**src/rtl/sram_arbiter.sv**
```systemverilog
// rtl/sram_arbiter.sv - round-robin two-port sequencer for the shared SRAM
module sram_arbiter #(
  parameter int WAIT_CYCLES = 2,
  parameter int ADDR_W      = 16,
  parameter int DATA_W      = 16
) (
  input  logic              Clk,
  input  logic              Reset,
  input  logic              cpu_req,
  input  logic              cpu_we,
  input  logic [ADDR_W-1:0] cpu_addr,
  input  logic [DATA_W-1:0] cpu_wdata,
  output logic [DATA_W-1:0] cpu_rdata,
  output logic              cpu_ack,
  input  logic              ldr_req,
  input  logic              ldr_we,
  input  logic [ADDR_W-1:0] ldr_addr,
  input  logic [DATA_W-1:0] ldr_wdata,
  output logic [DATA_W-1:0] ldr_rdata,
  output logic              ldr_ack,
  output logic [ADDR_W-1:0] sram_addr,
  output logic [DATA_W-1:0] sram_wdata,
  input  logic [DATA_W-1:0] sram_rdata,
  output logic              sram_ce_n,
  output logic              sram_oe_n,
  output logic              sram_we_n,
  output logic              sram_drive,
  output logic              busy
);

  typedef enum logic [1:0] {IDLE, SETUP, ACCESS, DONE} state_e;

  // The strobe counter counts down from WAIT_CYCLES-1 to 0 inclusive.
  localparam logic [3:0] CNT_INIT = 4'(WAIT_CYCLES - 1);

  state_e              state_q, state_d;
  logic [3:0]          cnt_q, cnt_d;
  logic [ADDR_W-1:0]   addr_q, addr_d;
  logic [DATA_W-1:0]   wdata_q, wdata_d;
  logic                we_q, we_d;
  logic                gnt_ldr_q, gnt_ldr_d;   // 1 = loader owns the current access
  logic                last_ldr_q, last_ldr_d; // 1 = loader was granted most recently
  logic [DATA_W-1:0]   cpu_rdata_q, cpu_rdata_d;
  logic [DATA_W-1:0]   ldr_rdata_q, ldr_rdata_d;
  logic                pick_ldr;

  // Loader wins when it is alone, or on a tie when the CPU was served last.
  assign pick_ldr = ldr_req && (!cpu_req || !last_ldr_q);

  // State and datapath registers, synchronous active-high reset.
  always_ff @(posedge Clk) begin
    if (Reset) begin
      state_q     <= IDLE;
      cnt_q       <= '0;
      addr_q      <= '0;
      wdata_q     <= '0;
      we_q        <= 1'b0;
      gnt_ldr_q   <= 1'b0;
      last_ldr_q  <= 1'b1;
      cpu_rdata_q <= '0;
      ldr_rdata_q <= '0;
    end else begin
      state_q     <= state_d;
      cnt_q       <= cnt_d;
      addr_q      <= addr_d;
      wdata_q     <= wdata_d;
      we_q        <= we_d;
      gnt_ldr_q   <= gnt_ldr_d;
      last_ldr_q  <= last_ldr_d;
      cpu_rdata_q <= cpu_rdata_d;
      ldr_rdata_q <= ldr_rdata_d;
    end
  end

  // Next-state logic: grant and latch in IDLE, time the strobe, capture read data.
  always_comb begin
    state_d     = state_q;
    cnt_d       = cnt_q;
    addr_d      = addr_q;
    wdata_d     = wdata_q;
    we_d        = we_q;
    gnt_ldr_d   = gnt_ldr_q;
    last_ldr_d  = last_ldr_q;
    cpu_rdata_d = cpu_rdata_q;
    ldr_rdata_d = ldr_rdata_q;
    case (state_q)
      IDLE: begin
        if (cpu_req || ldr_req) begin
          gnt_ldr_d  = pick_ldr;
          last_ldr_d = pick_ldr;
          addr_d     = pick_ldr ? ldr_addr  : cpu_addr;
          wdata_d    = pick_ldr ? ldr_wdata : cpu_wdata;
          we_d       = pick_ldr ? ldr_we    : cpu_we;
          state_d    = SETUP;
        end
      end
      SETUP: begin
        cnt_d   = CNT_INIT;
        state_d = ACCESS;
      end
      ACCESS: begin
        if (cnt_q == 4'd0) begin
          state_d = DONE;
          if (!we_q) begin
            if (gnt_ldr_q) ldr_rdata_d = sram_rdata;
            else           cpu_rdata_d = sram_rdata;
          end
        end else begin
          cnt_d = cnt_q - 4'd1;
        end
      end
      DONE: begin
        state_d = IDLE;
      end
      default: begin
        state_d = IDLE;
      end
    endcase
  end

  // Pin and handshake outputs decoded purely from state and latched registers.
  assign sram_addr  = addr_q;
  assign sram_wdata = wdata_q;
  assign sram_ce_n  = !((state_q == SETUP) || (state_q == ACCESS));
  assign sram_oe_n  = !((state_q == ACCESS) && !we_q);
  assign sram_we_n  = !((state_q == ACCESS) && we_q);
  // Drive stays on through DONE so write data is held after WE rises.
  assign sram_drive = we_q && (state_q != IDLE);
  assign cpu_ack    = (state_q == DONE) && !gnt_ldr_q;
  assign ldr_ack    = (state_q == DONE) && gnt_ldr_q;
  assign busy       = (state_q != IDLE);
  assign cpu_rdata  = cpu_rdata_q;
  assign ldr_rdata  = ldr_rdata_q;

endmodule

```
**config.mk**
```make
export PLATFORM = sky130hd
export DESIGN_NAME = sram_arbiter
export DESIGN_NICKNAME = d
export VERILOG_FILES = /design/src/rtl/sram_arbiter.sv
export SDC_FILE = /design/constraint.sdc
export NUM_CORES = 1
export LEC_CHECK = 0
export BUFFER_PORTS_ARGS = -buffer_cell sky130_fd_sc_hd__buf_2
export CAP_MARGIN = 20
export CORE_ASPECT_RATIO = 1.25
export CORE_MARGIN = 4
export CORE_UTILIZATION = 42
export DETAILED_ROUTE_END_ITERATION = 10
export GPL_ROUTABILITY_DRIVEN = 0
export PLACE_DENSITY = 0.77
export SKIP_CTS_REPAIR_TIMING = 1
export SLEW_MARGIN = 20
export SYNTH_ARGS = -nofsm -noshare
export SYNTH_HDL_FRONTEND = slang
export SYNTH_SLANG_ARGS = --single-unit
export TNS_END_PERCENT = 50
```
**constraint.sdc**
```tcl
create_clock -name Clk -period 1.8 [get_ports Clk]
set_input_delay 0.45 -clock Clk [delete_from_list [all_inputs] [get_ports Clk]]
set_output_delay 0.45 -clock Clk [all_outputs]
set_load 0.03 [all_outputs]
```
==> flow_summary.yaml <==
synthesis:
  syn_inst: 330
  synthDistinctLibCells: 30
  synth-seq-cells: 73
  synth.top_cell.area_share_pct: 45.0
  syn_nets: 420
  synth_area_leaders: "dfxtp_1 45%, mux2i_1 20%, nand2b_1 9.8%"
  seq_area_frac_synth_pct: 45.0
  synth_top_area_cell: "dfxtp_1"
  avgSynthCellArea_sq_um: 9.83
  netlist_area_sq_um: 3240
  yosys_warnings: 0
routing:
  drt_pass1_iterations: 4
  detail-route-antenna-nets: 0
  wirelength_mm: 7.84
  viasPerCell: 4.93
  wire_per_inst_um: 13.5
  initialDrtViolationCount: 73
  num_vias: 2855
  drc: 0
cts:
  cts_root_buf: "clkbuf_8"
  cts.clk_slew.worst_paths_ns: 0.09
  clk_latency_ns: 0.34
  cts_tree: "yes"
  cts_buffer_depth: 2
  cts.sinks: 73
  cts_made_buffers: 9
  h-tree-depth: 3
global_route:
  overflow: 0
  grt_use_met3_pct: 5.66
  grt_pass1_vias: 2797
  antenna_found_initial: 0
  track_usage_pct: 16.9
  met1_usage_pct: 19.5
  grt_max_degree: 67
  use_met2_pct: 28.3
  grt_pass1_wl_mm: 12.4
  grt_busiest_layer: "met2"
cells_and_area:
  antenna_cells: 0
  fillCellCount: 643
  regArea_sq_um: 1470
  multi_input_area_sq_um: 1690
  post-route-util_pct: 60.1
  layout-drive-gt1-share_pct: 41.3
  area_growth_pct: 37.8
  fin_nets: 572
  instances_no_fill: 579
timing:
  clock.fmax_mhz: 573
  rsz0062_at_grt: "yes"
  worst_slew_pin_slew_ns: 0.398
  period_needed_ns: 1.74
  fin_skew_ns: 0.0141
  report.final.slew_viol_count: 0
  setup_viol: 0
  fin_setup_tns_ns: 0
  maxSlewHeadroom_pct: 73.5
  min_period_over_period_pct: 96.9
  finalHoldViolations: 0
power:
  leakage_nw: 2.13
  vdd_drop_max_v: 0.000800
  pwr-share-seq_pct: 33.8
  netSwitchingPower_mw: 2.79
  p_total_mw: 6.64
  p_comb_share_pct: 46.0
  p_sw_share_pct: 41.9
  power_density_nw_per_um2: 1490
  p_int_mw: 3.86
  clockPowerShare_pct: 20.2
worst_setup_path:
  critPathKind: "reg2out"
  start_kind: "register"
  cp-end-kind: "output port"
  crit_fanout: 6
  cp_data_required_time_ns: 1.35
  arrival_ns: 1.29
hold_path:
  hold_path.class: "in2reg"
floorplanning:
  start_util_pct: 43.6
  die_w_um: 86.6
  core_sq_um: 7440
  dieArea_sq_um: 9200
  die_h_um: 106
  top_level_ports: 157
  rows: 35
run:
  maxCapViolCount: 0
status:
  status: "finished, final reports clean"
placement:
  io_buffer_count: 156
  hpwlAfterDp_mm: 5.99
  dp.cells: 563
## through the flow
stage | cell area, sq um | hold slack (ns) | setup WS, ns
CTS | 4400 | 0.382 | -0.179
finish | 4470 | 0.392 | 0.0560
global placement | 4190 | 0.459 | 0.169
detailed placement | 4190 | 0.464 | 0.0732
floorplan | 3270 | 0.480 | -0.0146
global route | 4470 | 0.397 | -0.00582
## metal layers
| metal | part of all wire [%] | vias to the layer above | wire length [um] |
|---|---|---|---|
| li1 | - | 1448 | - |
| met1 | 42 | 1272 | 3290 |
| met2 | 47 | 123 | 3690 |
| met3 | 9.5 | 12 | 743 |
| met4 | 1.5 | 0 | 116 |
| met5 | 0 | - | 0 |
## final cells by class
class	instances	area share, %
clock inverters	6	1.62
flip-flops and latches	73	32.8
well taps	92	2.57
repair buffers	168	21.5
multi-input cells	222	37.7
inverters	8	0.672
clock buffers	10	3.08
## registers in the layout (all words and copies together), names as in the netlist
register    cells
sram_addr      16
ldr_rdata      16
we_q            1
sram_wdata     16
gnt_ldr_q       1
cpu_rdata      16
state_q         2
last_ldr_q      1
cnt_q           4
## cell usage in the layout (no fill, tap or decap), types with 2 or more instances in the layout
| cell type | Yosys | routed |
|---|---|---|
| a211oi_1 | 34 | 34 |
| dfxtp_2 | 0 | 3 |
| nor2_1 | 36 | 36 |
| buf_6 | 2 | 5 |
| buf_2 | 6 | 152 |
| a31oi_1 | 2 | 2 |
| inv_2 | 0 | 4 |
| ha_4 | 0 | 3 |
| nand2b_1 | 51 | 50 |
| inv_1 | 8 | 4 |
| buf_12 | 0 | 5 |
| a21oi_1 | 4 | 4 |
| mux2i_1 | 66 | 66 |
| o21ai_0 | 3 | 3 |
| nand4_1 | 3 | 3 |
| clkbuf_8 | 0 | 10 |
| nor2b_1 | 4 | 3 |
| buf_4 | 1 | 6 |
| dfxtp_1 | 73 | 69 |
| inv_6 | 0 | 3 |
| nand2_1 | 2 | 2 |
## power by group through the flow
stage	Combinational [mW]	Sequential, mW	Clock (mW)
after floorplan	1.44	2.89	0
after global routing	3.31	2.30	1.44
after CTS	2.89	2.23	1.38
after detailed placement	2.89	2.26	0
after global placement	2.83	2.25	0
final	3.06	2.24	1.34
## cell families after synthesis
kind of cell               count (synthesis)  share of synthesized area [%]
adders and majority gates                  4                           1.54
DFF                                       73                           45.0
AOI/OAI and AO/OA                         50                           11.1
and+or+nand+nor                          102                           17.1
buffers and inverters                     35                           4.86
muxes                                     66                           20.4
## final timing paths
| path | startpoint | endpoint | slack [ns] | depth (start not counted) |
|---|---|---|---|---|
| setup / recovery | state_q[1] | sram_ce_n | 0.06 | 4 |
| hold reg to reg | cpu_rdata[6] | cpu_rdata[6] | 0.47 | 2 |
| setup reg to reg | cnt_q[0] | ldr_rdata[3] | 0.08 | 7 |
| hold / removal | sram_rdata[6] | cpu_rdata[6] | 0.39 | 3 |
## synth_stat cells
cell type,instances
a211oi_1,34
a21boi_0,1
a21oi_1,4
a22o_1,1
a31oi_1,2
a41oi_1,1
and2_1,1
buf_1,3
buf_2,6
buf_4,1
buf_6,2
clkbuf_1,15
dfxtp_1,73
ha_1,4
inv_1,8
mux2i_1,66
nand2_1,2
nand2b_1,51
nand4_1,3
nor2_1,36
nor2b_1,4
nor3_4,1
nor4_1,1
o21a_1,2
o21ai_0,3
o31a_1,1
o31ai_1,1
or2_2,1
or3_1,1
or3b_1,1
## critical path, cell delays in order, from the launching register on
cell and delay [ns]:
dfxtp_4 0.38, inv_1 0.07, ha_4 0.30, inv_2 0.06, buf_6 0.14
No activity file was read; power rests on OpenSTA's default activity.
